`src/rtl/pc2drone_pkg.sv`:
```
// Shared types and constants for the Pc2Drone command path.
package pc2drone_pkg;

   localparam int unsigned PID_W  = 15;
   localparam int unsigned DIV_W  = 14;
   localparam int unsigned BYTE_W = 8;

   localparam int unsigned PID_MAX = 12240;
   localparam int unsigned CMD_DIV = 48;
   localparam logic [BYTE_W-1:0] FRAME_HEADER = 8'hFF;

   typedef enum logic [1:0] {
      S_IDLE,
      S_DIV_X,
      S_DIV_Y,
      S_SEND
   } state_t;

   // Clamp a signed PID sample into 0..max_in.
   function automatic logic [DIV_W-1:0] clamp_pid(input logic signed [PID_W-1:0] v,
                                                  input logic [DIV_W-1:0] max_in);
      if (v < 0)
         return '0;
      else if (v > $signed({1'b0, max_in}))
         return max_in;
      else
         return v[DIV_W-1:0];
   endfunction

   // A data byte must never alias the frame header.
   function automatic logic [BYTE_W-1:0] scale_fix(input logic [BYTE_W-1:0] q);
      return (q == 8'hFF) ? 8'hFE : q;
   endfunction

endpackage

```
`src/rtl/div48_seq.sv`:
```
// Sequential restoring divide by CMD_DIV, one quotient bit per cycle, MSB first.
// A start on the final step cycle reloads the operands while the last bit of
// the previous quotient still shifts in, so quotient stays complete for one
// cycle after done even when a new divide begins immediately.
module div48_seq
   import pc2drone_pkg::*;
(
   input  logic              clk,
   input  logic              reset,
   input  logic              start,
   input  logic [DIV_W-1:0]  dividend,
   output logic [BYTE_W-1:0] quotient,
   output logic              done
);

   localparam logic [DIV_W-1:0] DSR_TOP = DIV_W'(CMD_DIV << 7);

   logic [DIV_W-1:0] rem;
   logic [DIV_W-1:0] dsr;
   logic [2:0]       cnt;
   logic             active;
   logic             ge;

   assign ge   = (rem >= dsr);
   assign done = active && (cnt == 3'd7);

   // Operand load on start, otherwise one subtract-and-shift step per cycle.
   always_ff @(posedge clk) begin
      if (reset) begin
         rem      <= '0;
         dsr      <= '0;
         cnt      <= '0;
         active   <= 1'b0;
         quotient <= '0;
      end else begin
         if (active)
            quotient <= {quotient[BYTE_W-2:0], ge};
         if (start) begin
            rem    <= dividend;
            dsr    <= DSR_TOP;
            cnt    <= '0;
            active <= 1'b1;
         end else if (active) begin
            if (ge)
               rem <= rem - dsr;
            dsr <= dsr >> 1;
            cnt <= cnt + 3'd1;
            if (cnt == 3'd7)
               active <= 1'b0;
         end
      end
   end

endmodule

```
`src/rtl/pid_cmd_packer.sv`:
```
// Pairs X/Y PID outputs, scales each to a command byte and streams a framed
// packet to the UART transmitter over valid/ready.
// Build option PKT_CHECKSUM_EN: append chk = (qx ^ qy) & 8'h7F as a 4th byte.
module pid_cmd_packer
   import pc2drone_pkg::*;
#(
   parameter logic [7:0]  HEADER = FRAME_HEADER,
   parameter int unsigned MAX_IN = PID_MAX
)(
   input  logic              clk,
   input  logic              reset,
   input  logic              x_valid,
   input  logic [PID_W-1:0]  x_pid,
   input  logic              y_valid,
   input  logic [PID_W-1:0]  y_pid,
   input  logic              tx_ready,
   output logic              tx_valid,
   output logic [BYTE_W-1:0] tx_data,
   output logic              busy,
   output logic [7:0]        overrun_cnt
);

`ifdef PKT_CHECKSUM_EN
   localparam logic [1:0] LAST_IDX = 2'd3;
`else
   localparam logic [1:0] LAST_IDX = 2'd2;
`endif
   localparam logic [DIV_W-1:0] CLAMP_MAX = DIV_W'(MAX_IN);

   state_t            state, state_n;
   logic [PID_W-1:0]  x_hold, y_hold;
   logic              x_pend, y_pend;
   logic [DIV_W-1:0]  y_snap, y_snap_n;
   logic [BYTE_W-1:0] qx, qx_n;
   logic [1:0]        idx, idx_n, byte_sel;
   logic              first_y, first_y_n;
   logic              tx_valid_n;
   logic [BYTE_W-1:0] tx_data_n;
   logic              snap, start;
   logic [DIV_W-1:0]  dividend;
   logic [BYTE_W-1:0] quotient, qy, next_byte;
   logic              done, ovr;

   div48_seq u_div (
      .clk      (clk),
      .reset    (reset),
      .start    (start),
      .dividend (dividend),
      .quotient (quotient),
      .done     (done)
   );

   assign qy  = scale_fix(quotient);
   assign ovr = ~snap & ((x_valid & x_pend) | (y_valid & y_pend));

   // Sample capture and overrun accounting, active in every state.
   always_ff @(posedge clk) begin
      if (reset) begin
         x_hold      <= '0;
         y_hold      <= '0;
         x_pend      <= 1'b0;
         y_pend      <= 1'b0;
         overrun_cnt <= '0;
      end else begin
         if (x_valid) x_hold <= x_pid;
         if (y_valid) y_hold <= y_pid;
         x_pend <= x_valid | (x_pend & ~snap);
         y_pend <= y_valid | (y_pend & ~snap);
         if (ovr && overrun_cnt != 8'hFF)
            overrun_cnt <= overrun_cnt + 8'd1;
      end
   end

   // Byte to present next: the current index when idle on the bus, else the following one.
   always_comb begin
      byte_sel  = tx_valid ? idx + 2'd1 : idx;
      next_byte = HEADER;
      case (byte_sel)
         2'd1:    next_byte = qx;
         2'd2:    next_byte = qy;
`ifdef PKT_CHECKSUM_EN
         2'd3:    next_byte = (qx ^ qy) & 8'h7F;
`endif
         default: next_byte = HEADER;
      endcase
   end

   // Next-state, divider sequencing and transmit register control.
   always_comb begin
      state_n    = state;
      idx_n      = idx;
      qx_n       = qx;
      y_snap_n   = y_snap;
      first_y_n  = 1'b0;
      tx_valid_n = tx_valid;
      tx_data_n  = tx_data;
      snap       = 1'b0;
      start      = 1'b0;
      dividend   = clamp_pid(x_hold, CLAMP_MAX);
      case (state)
         S_IDLE: begin
            if (x_pend && y_pend) begin
               snap     = 1'b1;
               start    = 1'b1;
               y_snap_n = clamp_pid(y_hold, CLAMP_MAX);
               state_n  = S_DIV_X;
            end
         end
         S_DIV_X: begin
            if (done) begin
               start     = 1'b1;
               dividend  = y_snap;
               first_y_n = 1'b1;
               state_n   = S_DIV_Y;
            end
         end
         S_DIV_Y: begin
            if (first_y)
               qx_n = scale_fix(quotient);
            if (done) begin
               idx_n   = 2'd0;
               state_n = S_SEND;
            end
         end
         S_SEND: begin
            if (!tx_valid) begin
               tx_valid_n = 1'b1;
               tx_data_n  = next_byte;
            end else if (tx_ready) begin
               if (idx == LAST_IDX) begin
                  tx_valid_n = 1'b0;
                  if (x_pend && y_pend) begin
                     snap     = 1'b1;
                     start    = 1'b1;
                     y_snap_n = clamp_pid(y_hold, CLAMP_MAX);
                     state_n  = S_DIV_X;
                  end else begin
                     state_n = S_IDLE;
                  end
               end else begin
                  idx_n     = idx + 2'd1;
                  tx_data_n = next_byte;
               end
            end
         end
         default: state_n = S_IDLE;
      endcase
   end

   // State and registered outputs.
   always_ff @(posedge clk) begin
      if (reset) begin
         state    <= S_IDLE;
         idx      <= '0;
         qx       <= '0;
         y_snap   <= '0;
         first_y  <= 1'b0;
         tx_valid <= 1'b0;
         tx_data  <= '0;
         busy     <= 1'b0;
      end else begin
         state    <= state_n;
         idx      <= idx_n;
         qx       <= qx_n;
         y_snap   <= y_snap_n;
         first_y  <= first_y_n;
         tx_valid <= tx_valid_n;
         tx_data  <= tx_data_n;
         busy     <= (state_n != S_IDLE);
      end
   end

endmodule

```
`config.mk`:
```
export PLATFORM = sky130hd
export DESIGN_NAME = pid_cmd_packer
export DESIGN_NICKNAME = d
export VERILOG_FILES = /design/src/rtl/pc2drone_pkg.sv /design/src/rtl/div48_seq.sv /design/src/rtl/pid_cmd_packer.sv
export SDC_FILE = /design/constraint.sdc
export NUM_CORES = 1
export LEC_CHECK = 0
export CORE_MARGIN = 3
export CORE_UTILIZATION = 48
export CTS_CLUSTER_DIAMETER = 50
export CTS_CLUSTER_SIZE = 24
export DETAILED_ROUTE_END_ITERATION = 8
export PLACE_DENSITY = 0.71
export SLEW_MARGIN = 10
export SYNTH_ARGS = -nofsm -noshare
export SYNTH_HDL_FRONTEND = slang
export SYNTH_SLANG_ARGS = --single-unit
```
`constraint.sdc`:
```
create_clock -name clk -period 2.4 [get_ports clk]
set_input_delay 0.36 -clock clk [delete_from_list [all_inputs] [get_ports clk]]
set_output_delay 0.36 -clock clk [all_outputs]
set_load 0.02 [all_outputs]
```
==> metrics.yaml, run 1 <==
synthesis:
  synthCells: 651
  synth_seq_area_share: 0.410
  synthFlopType: "dfxtp_1"
  synth_edf_count: 0
  ys_ff_latch: 116
  syn_area_um2: 5660
  synth_cell_types: 61
  postSynth.asyncResetShare: 0
  yosys-top-cells-area: "dfxtp_1, mux2i_1, nor2_1"
  synth_largest_area_cell: "dfxtp_1"
  syn_nets: 711
  syn_avg_cell_area_um2: 8.70
  synth_warnings: 0
  synth_top_area_share: 0.410
worst_setup_path:
  r2r_cells: 8
  cp_cell_sequence: "ha_4, nand3_4, a41oi_2, o41ai_4, o41ai_4, buf_12, mux2i_2, a211oi_2"
  reg2reg_to: "u_div.rem[3]"
  cpMaxStageDelayCell: "o41ai_4"
  startpoint_type: "flop"
  path_max_fanout: 7
  end_kind: "flop"
  slowest_delay_ns: 0.54
  crit_arrival_ns: 2.62
  r2r_slack_ns: 0.05
  cp_common_cell: "o41ai_4"
  crit_type: "flop to flop"
  worstPathRequired_ns: 2.67
  reg2reg_from: "u_div.rem[8]"
worst_hold_path:
  whs_endpoint: "u_div.rem[0]"
  worstHoldStart: "reset"
  worst_hold_path_type: "input pin to flop"
  whs_path_depth: 2
pwr:
  p_seq_frac: 0.339
  p_comb_frac: 0.287
  p_sw_frac: 0.311
  peakVddDrop_mv: 0.513
  p_leak_nw: 2.73
  p_clk_frac: 0.373
  p_int_w: 0.00445
  p_sw_w: 0.00201
  power_density_nw_per_um2: 893
timing:
  slew_violations: 0
  slew_headroom: 0.639
  post-route-period-util: 0.978
  setup_violations: 0
  tightestPinTransition_ns: 0.541
  fin_crit_ns: 2.35
  rsz0062_at_grt: "yes"
  max_freq_mhz: 426
  hold_slack_ns: 0.314
  clock_skew_ns: 0.00804
  hold_violations: 0
clocking:
  clk_pin_slew_worst_paths_ns: 0.05
  cts_tree: "built"
  cts_sinks: 116
  htreeDepth: 4
  cts_buffers: 17
  clk_latency_ns: 0.41
  cts.path.max_buffers: 2
  root_buffer: "clkbuf_16"
  cts_hold_buf: 0
floorplanning:
  die_height_um: 115
  io_pins: 53
  initial_core_util: 0.494
  coreArea_um2: 11500
  num_rows: 39
  die_w_um: 115
  die_area_um2: 13100
detailed_routing:
  vias: 4923
  first_pass_iters: 4
  wl_um: 13900
  drt_iter0_drc: 230
  routedWlPerCell_um: 15.9
  vias_per_cell: 5.65
  drtAntennaViolNets: 0
  drc_errors: 0
layout:
  num_antenna_cells: 0
  multiInputGateArea_um2: 3280
  design_area_um2: 7240
  utilization: 0.631
  drive_gt1_frac: 0.141
  mostFrequentLayoutCells: "nor2_1, dfxtp_1, mux2i_1, clkdlybuf4s50_1, a21oi_1"
  final_nets: 775
  final_common_cell: "nor2_1"
  n_fill_cell: 939
  syn2layout_area_growth_pct: 27.8
  regArea_um2: 2330
global_routing:
  grt_pass1_vias: 4865
  antenna_found_initial: 0
  grtUsageTotal: 0.219
  grt_pass1_wl_um: 23400
  grt-ovfl-total: 0
  grt_max_degree: 42
run_status:
  outcome: "completed"
place:
  dp_hpwl_um: 9890
  port_buffers: 52
  place_area_um2: 6440
  routabilityCongestion: 0.922
job:
  max-cap-violations: 0
[cells in the mapped netlist (all sizes together) (8+ instances only)]
cell    instances
inv            28
nand3          26
dfxtp         116
mux2i          60
ha             24
nand4          10
xnor2          11
nand2          32
clkbuf         23
a21oi          47
xor2            8
buf            14
nor3           15
a211oi         16
o21ai          11
a221oi         13
nor2          118
[flip-flops by register name, indices dropped and copies added, names as in the netlist, 8 cells and up]
name / flops
y_hold: 15
tx_data: 8
u_div.rem: 14
overrun_cnt: 8
qx: 8
y_snap: 14
u_div.quotient: 8
x_hold: 15
u_div.dsr: 13
[repair_timing]
| action | 4_1_cts | 5_1_grt |
|---|---|---|
| pin swaps | 1 | 16 |
| resized for setup | 6 | 31 |
| gates cloned | 0 | 1 |
| endpoints found under the setup margin | 10 | 19 |
| buffers inserted | 0 | 1 |
[how the worst max path moves through the flow]
| stage | from | to | slack [ns] | depth (start not counted) |
|---|---|---|---|---|
| CTS | u_div.rem[0] | u_div.rem[1] | 0.01 | 12 |
| finish | u_div.rem[8] | u_div.rem[3] | 0.05 | 8 |
| global route | u_div.dsr[8] | u_div.rem[1] | -0.07 | 9 |
| floorplan | u_div.rem[0] | u_div.rem[7] | 0.02 | 11 |
| detailed placement | u_div.rem[0] | u_div.rem[3] | -0.09 | 12 |
| global placement | u_div.rem[0] | u_div.rem[7] | -0.007 | 12 |
[power groups by stage]
| stage | clock network, W | registers, W | logic [W] |
|---|---|---|---|
| 6_report | 0.00241 | 0.00219 | 0.00186 |
| 5_1_grt | 0.00253 | 0.00220 | 0.00203 |
| 4_1_cts | 0.00243 | 0.00218 | 0.00168 |
| 3_5_place_dp | 0 | 0.00221 | 0.00163 |
| 3_3_place_gp | 0 | 0.00221 | 0.00162 |
| 2_1_floorplan | 0 | 0.00218 | 0.00116 |
[per-layer routing]
metal  up-vias  global-route usage  wire length, µm
met5         -                   0                0
met4         0              0.0831              267
met3        21              0.0386              459
met2       112               0.374             7060
met1      2335               0.275             6110
li1       2455                   -                -
[area by class of cell]
cell class | count | share of cell area
clock buffers | 18 | 0.0593
repair buffers | 82 | 0.107
well taps | 143 | 0.0247
clock inverters | 14 | 0.0190
flip-flops and latches | 116 | 0.322
multi-input cells | 470 | 0.454
inverters | 28 | 0.0145
[logic make-up after synthesis]
kind of cell | Yosys count | synth area share
AND/OR/NAND/NOR | 233 | 0.186
AO/OA/AOI/OAI | 133 | 0.167
flip-flops | 116 | 0.410
buffers and inverters | 65 | 0.0449
multiplexers | 60 | 0.106
adder cells (fa/ha/maj) | 25 | 0.0566
XOR/XNOR | 19 | 0.0294
[metrics by stage]
stage | setup slack, ns | TNS (ns) | power (W) | cells
3_3_place_gp | -0.00674 | -0.0217 | 0.00383 | 838
4_1_cts | 0.0142 | 0 | 0.00629 | 870
6_report | 0.0537 | 0 | 0.00646 | 871
3_5_place_dp | -0.0944 | -0.328 | 0.00384 | 838
5_1_grt | -0.0693 | -0.348 | 0.00677 | 871
2_1_floorplan | 0.0227 | 0 | 0.00334 | 651
[worst max-delay path, delay by kind of cell, from the launching register on]
| family | cells | cell delay [ns] |
|---|---|---|
| DFF | 1 | 0.36 |
| and+or+nand+nor | 1 | 0.09 |
| adders and majority gates | 1 | 0.34 |
| AOI/OAI and AO/OA | 4 | 1.01 |
| muxes | 1 | 0.23 |
| buffers and inverters | 1 | 0.19 |
Power figures use the tool's default switching activity.
==> inputs of run 2 (changes only) <==
ABC_AREA = 1   (was not set)
CORE_MARGIN = 8   (was 3)
REMOVE_ABC_BUFFERS = 1   (was not set)
==> run 2 against run 1 <==
- hold slack better by 0.15 ns
- critical path depth increased by 6
- utilization fell by 3.3 points
- sequential share of layout area is essentially flat
- global-route usage is 3.4 points lower
- critical endpoint is now u_div.rem[2]
- via count rose by 12%
- sequential power about the same
- count of clock-buffer cells in the layout increased by 1
- wire length is 2.6% higher
- flip-flop and latch count unchanged
==> metrics.yaml, run 2 <==
run_status:
  outcome: "completed"
synthesis:
  synth_largest_area_cell: "dfxtp_1"
  syn_area_um2: 5970
  synth_warnings: 0
  synth_cell_types: 38
  yosys-top-cells-area: "dfxtp_1, nand2_1, a21oi_1"
  synthCells: 886
  ys_ff_latch: 116
  synth_seq_area_share: 0.389
  synth.most_common_cell: "nand2_1"
  synthFlopType: "dfxtp_1"
  synth_edf_count: 0
  postSynth.asyncResetShare: 0
  synth_top_area_share: 0.389
  synthTopCellsByCount: "nand2_1, nor2_1, dfxtp_1, a21oi_1, inv_1"
  syn_avg_cell_area_um2: 6.74
pwr:
  p_leak_nw: 3.20
  power_density_nw_per_um2: 933
  peakVddDrop_mv: 0.498
  power_w: 0.00673
worst_setup_path:
  r2r_cells: 14
  reg2reg_to: "u_div.rem[2]"
  end_kind: "flop"
  path_buf_inv: 2
  cp_cell_sequence: "ha_1, inv_1, fa_1, nand2_2, nand2_1, nand3_2, nand2_2, nand2_1, nand3_1, nand2_2, nand2_4, inv_2, nor2_1, nor2_1"
  crit_type: "flop to flop"
  worstPathRequired_ns: 2.75
  path_max_fanout: 17
  cp_common_cell: "nand2_2"
  crit_arrival_ns: 2.52
  reg2reg_from: "u_div.dsr[0]"
  slowest_delay_ns: 0.39
  r2r_slack_ns: 0.23
  crit_family: "simple AND/OR/NAND/NOR gates"
  startpoint_type: "flop"
  cpMaxStageDelayCell: "fa_1"
place:
  dp_hpwl_um: 10400
  pre_cts_ws_ns: 0.263
  routabilityCongestion: 0.934
  port_buffers: 52
detailed_routing:
  wl_um: 14300
  vias_per_cell: 4.97
  drc_errors: 0
  top_layer: "met4"
  drt-met1-wl_um: 6940
  drtAntennaViolNets: 0
  wl_met3_um: 577
  drt_iter0_drc: 419
  routedWlPerCell_um: 12.8
  first_pass_iters: 5
  wl_met2_um: 6600
  vias: 5535
clocking:
  cts_resized: 0
  root_buffer: "clkbuf_16"
  clk_latency_ns: 0.42
  clk_pin_slew_worst_paths_ns: 0.05
  cts.path.max_buffers: 2
  cts_hold_buf: 0
  cts_buffers: 17
  cts_setup_buffers: 0
  htreeDepth: 4
  cts_tree: "built"
  cts_sinks: 116
timing:
  setup_violations: 0
  finalSetupTns_ns: 0
  rsz0062_at_grt: "no"
  slew_headroom: 0.620
  post-route-period-util: 0.903
  clock_skew_ns: 0.0114
  tightestPinTransition_ns: 0.567
  hold_violations: 0
  slew_violations: 0
  max_freq_mhz: 461
  fin_crit_ns: 2.17
  worst_slack_ns: 0.232
floorplanning:
  num_rows: 40
  die_area_um2: 16300
  io_pins: 53
  coreArea_um2: 12100
  initial_core_util: 0.495
  die_height_um: 128
  die_w_um: 128
layout:
  mostFrequentLayoutCells: "nand2_1, nor2_1, dfxtp_1, a21oi_1, inv_1"
  utilization: 0.598
  num_antenna_cells: 0
  largestRegisters: "x_hold x15, y_hold x15"
  final_nets: 993
  syn2layout_area_growth_pct: 20.8
  final_common_cell: "nand2_1"
  drive_gt1_frac: 0.0677
global_routing:
  grt_pass1_vias: 5056
  grt-ovfl-total: 0
  grt_pass1_wl_um: 24400
  grt_max_degree: 49
  antenna_found_initial: 0
  grtUsageTotal: 0.185
worst_hold_path:
  whs_path_depth: 2
  worstHoldStart: "y_snap[13]"
  worst_hold_path_type: "flop to flop"
  whs_endpoint: "y_snap[13]"
job:
  max-cap-violations: 0
==> run 2: how the worst max path moves through the flow <==
stage                 start      endpoint  cells past startpoint
3_5_place_dp   u_div.dsr[0]  u_div.rem[2]                     14
2_1_floorplan  u_div.active  u_div.rem[4]                      9
5_1_grt        u_div.dsr[0]  u_div.rem[1]                     14
4_1_cts        u_div.dsr[0]  u_div.rem[2]                     14
3_3_place_gp   u_div.rem[0]  u_div.rem[2]                     15
6_report       u_div.dsr[0]  u_div.rem[2]                     14
==> run 2: report_power, final <==
part | total [W] | switching [W] | internal, W
Sequential | 0.00221 | 0.000131 | 0.00208
Combinational | 0.00194 | 0.00122 | 0.000722
Clock | 0.00257 | 0.000896 | 0.00168
==> run 2: area by class of cell <==
class | instances | area (µm²)
Sequential cell | 116 | 2320
Fill cell | 1163 | 4850
Multi-Input combinational cell | 632 | 3090
Timing Repair Buffer | 61 | 588
Inverter | 105 | 394
Clock buffer | 19 | 453
Clock inverter | 13 | 156
Tap cell | 168 | 210
==> run 2: cell families after synthesis <==
family	after synthesis	synth area share
DFF	116	0.389
buffers and inverters	138	0.0939
and+or+nand+nor	401	0.277
AOI/OAI and AO/OA	196	0.172
adders and majority gates	25	0.0537
xor gates and xnor gates	10	0.0147
==> run 2: through the flow <==
stage          hold WS (ns)  cells  instance area (µm²)
2_1_floorplan         0.429    853                 5800
3_3_place_gp          0.453   1082                 6600
3_5_place_dp          0.456   1082                 6600
4_1_cts               0.465   1114                 7210
5_1_grt               0.477   1114                 7210
6_report              0.464   1114                 7210
==> run 2: worst register-to-register path: cells and delay by family, from the launching register on <==
| family | cells | cell delay, ns |
|---|---|---|
| fa+ha+maj | 2 | 0.56 |
| simple gates | 10 | 0.93 |
| buf+inv | 2 | 0.27 |
| flops | 1 | 0.34 |
==> run 2: layer usage <==
metal / track usage / up-vias
met4: 0.0616 / 0
met2: 0.292 / 107
met1: 0.242 / 2467
li1: - / 2946
met5: 0 / -
met3: 0.0441 / 15
==> inputs of run 3 (changes only) <==
CORE_MARGIN = not set   (was 8)
PLACE_DENSITY = 0.76   (was 0.71)
==> run 3 against run 2 <==
- combinational power about the same
- clock skew decreased by 0.0040 ns
- sequential power about the same
- largest power group unchanged
- via count grew 0.87%
==> metrics.yaml, run 3 (synthesis gave the netlist of run 2 again) <==
global_routing:
  grt-ovfl-total: 0
  grt_pass1_wl_um: 23700
  grt_max_degree: 36
  grt_pass1_vias: 5189
  grtUsageTotal: 0.231
  antenna_found_initial: 0
detailed_routing:
  wl_um: 13700
  drt_iter0_drc: 286
  drc_errors: 0
  first_pass_iters: 5
  vias_per_cell: 5.02
  vias: 5583
  routedWlPerCell_um: 12.3
  drtAntennaViolNets: 0
floorplanning:
  die_w_um: 114
  coreArea_um2: 12100
  die_area_um2: 12900
  die_height_um: 114
  num_rows: 40
  io_pins: 53
  initial_core_util: 0.495
layout:
  n_fill_cell: 1140
  drive_gt1_frac: 0.0646
  multiInputGateArea_um2: 3090
  largestRegisters: "x_hold x15, y_hold x15"
  mostFrequentLayoutCells: "nand2_1, nor2_1, dfxtp_1, a21oi_1, inv_1"
  final_nets: 993
  syn2layout_area_growth_pct: 21.3
  regArea_um2: 2320
  final_common_cell: "nand2_1"
  design_area_um2: 7240
  num_antenna_cells: 0
timing:
  tightestPinTransition_ns: 0.731
  max_freq_mhz: 480
  hold_slack_ns: 0.467
  setup_violations: 0
  rsz0062_at_grt: "no"
  clock_skew_ns: 0.00739
  fin_crit_ns: 2.08
  hold_violations: 0
  slew_headroom: 0.512
  post-route-period-util: 0.867
  finalSetupTns_ns: 0
  worst_slack_ns: 0.318
  slew_violations: 0
job:
  max-cap-violations: 0
worst_setup_path:
  slowest_delay_ns: 0.39
  startpoint_type: "flop"
  cp_cell_sequence: "inv_1, ha_1, inv_1, fa_1, nand2_2, nand2_1, nand3_2, nand2_2, nand2_1, nand3_1, nand2_2, nand2_4, inv_2, nor2_1, nor2_1"
  end_kind: "flop"
  crit_arrival_ns: 2.44
  worstPathRequired_ns: 2.75
  crit_type: "flop to flop"
  cp_common_cell: "nand2_2"
  path_max_fanout: 17
  cpMaxStageDelayCell: "fa_1"
clocking:
  cts_tree: "built"
  clk_pin_slew_worst_paths_ns: 0.05
  cts_buffers: 17
  cts_setup_buffers: 0
  cts_sinks: 116
  root_buffer: "clkbuf_16"
  clk_latency_ns: 0.42
  cts_resized: 0
  cts_hold_buf: 0
  htreeDepth: 4
  cts.path.max_buffers: 2
run_status:
  outcome: "completed"
pwr:
  power_w: 0.00690
  peakVddDrop_mv: 0.626
  power_density_nw_per_um2: 952
  p_leak_nw: 3.23
place:
  pre_cts_ws_ns: 0.298
  routabilityCongestion: 0.945
  dp_hpwl_um: 9880
  place_area_um2: 6600
  port_buffers: 52
worst_hold_path:
  worst_hold_path_type: "flop to flop"
run 3: metrics by stage:
| step | util | cells |
|---|---|---|
| final | 0.600 | 1113 |
| after detailed placement | 0.547 | 1082 |
| after floorplan | - | 853 |
| after global routing | 0.600 | 1113 |
| after CTS | 0.600 | 1113 |
| after global placement | 0.547 | 1082 |
run 3: area by class of cell:
cell class / instances / area share
Clock inverter: 10 / 0.0247
Sequential cell: 116 / 0.321
Tap cell: 168 / 0.0290
Clock buffer: 21 / 0.0636
Multi-Input combinational cell: 632 / 0.426
Timing Repair Buffer: 61 / 0.0812
Inverter: 105 / 0.0544
run 3: layer usage:
| metal | part of all wire | GRT usage | wire length (µm) | vias up |
|---|---|---|---|---|
| li1 | - | - | - | 2956 |
| met1 | 0.47 | 0.297 | 6480 | 2470 |
| met2 | 0.46 | 0.376 | 6310 | 137 |
| met3 | 0.050 | 0.0595 | 687 | 20 |
| met4 | 0.016 | 0.0825 | 225 | 0 |
| met5 | 0 | 0 | 0 | - |
run 3: power by group:
group          internal (W)  leakage, nW  switching (W)  total [W]
Sequential          0.00208        0.947       0.000128    0.00221
Combinational      0.000722         1.96        0.00121    0.00193
Clock               0.00188        0.317       0.000874    0.00276
run 3: path summary, 6_finish.rpt:
check / start / endpoint / slack, ns / cells past startpoint
setup / recovery: u_div.rem[0] / u_div.rem[10] / 0.32 / 15
setup reg to reg: u_div.rem[0] / u_div.rem[10] / 0.32 / 15
hold / removal: y_snap[6] / y_snap[6] / 0.47 / 2
hold reg to reg: y_snap[6] / y_snap[6] / 0.47 / 2
run 3: critical path, delay by kind of cell (launching register included):
kind,cells,cell delay (ns)
buffers and inverters,3,0.31
AND/OR/NAND/NOR,10,0.88
flip-flops,1,0.30
adder cells (fa/ha/maj),2,0.54
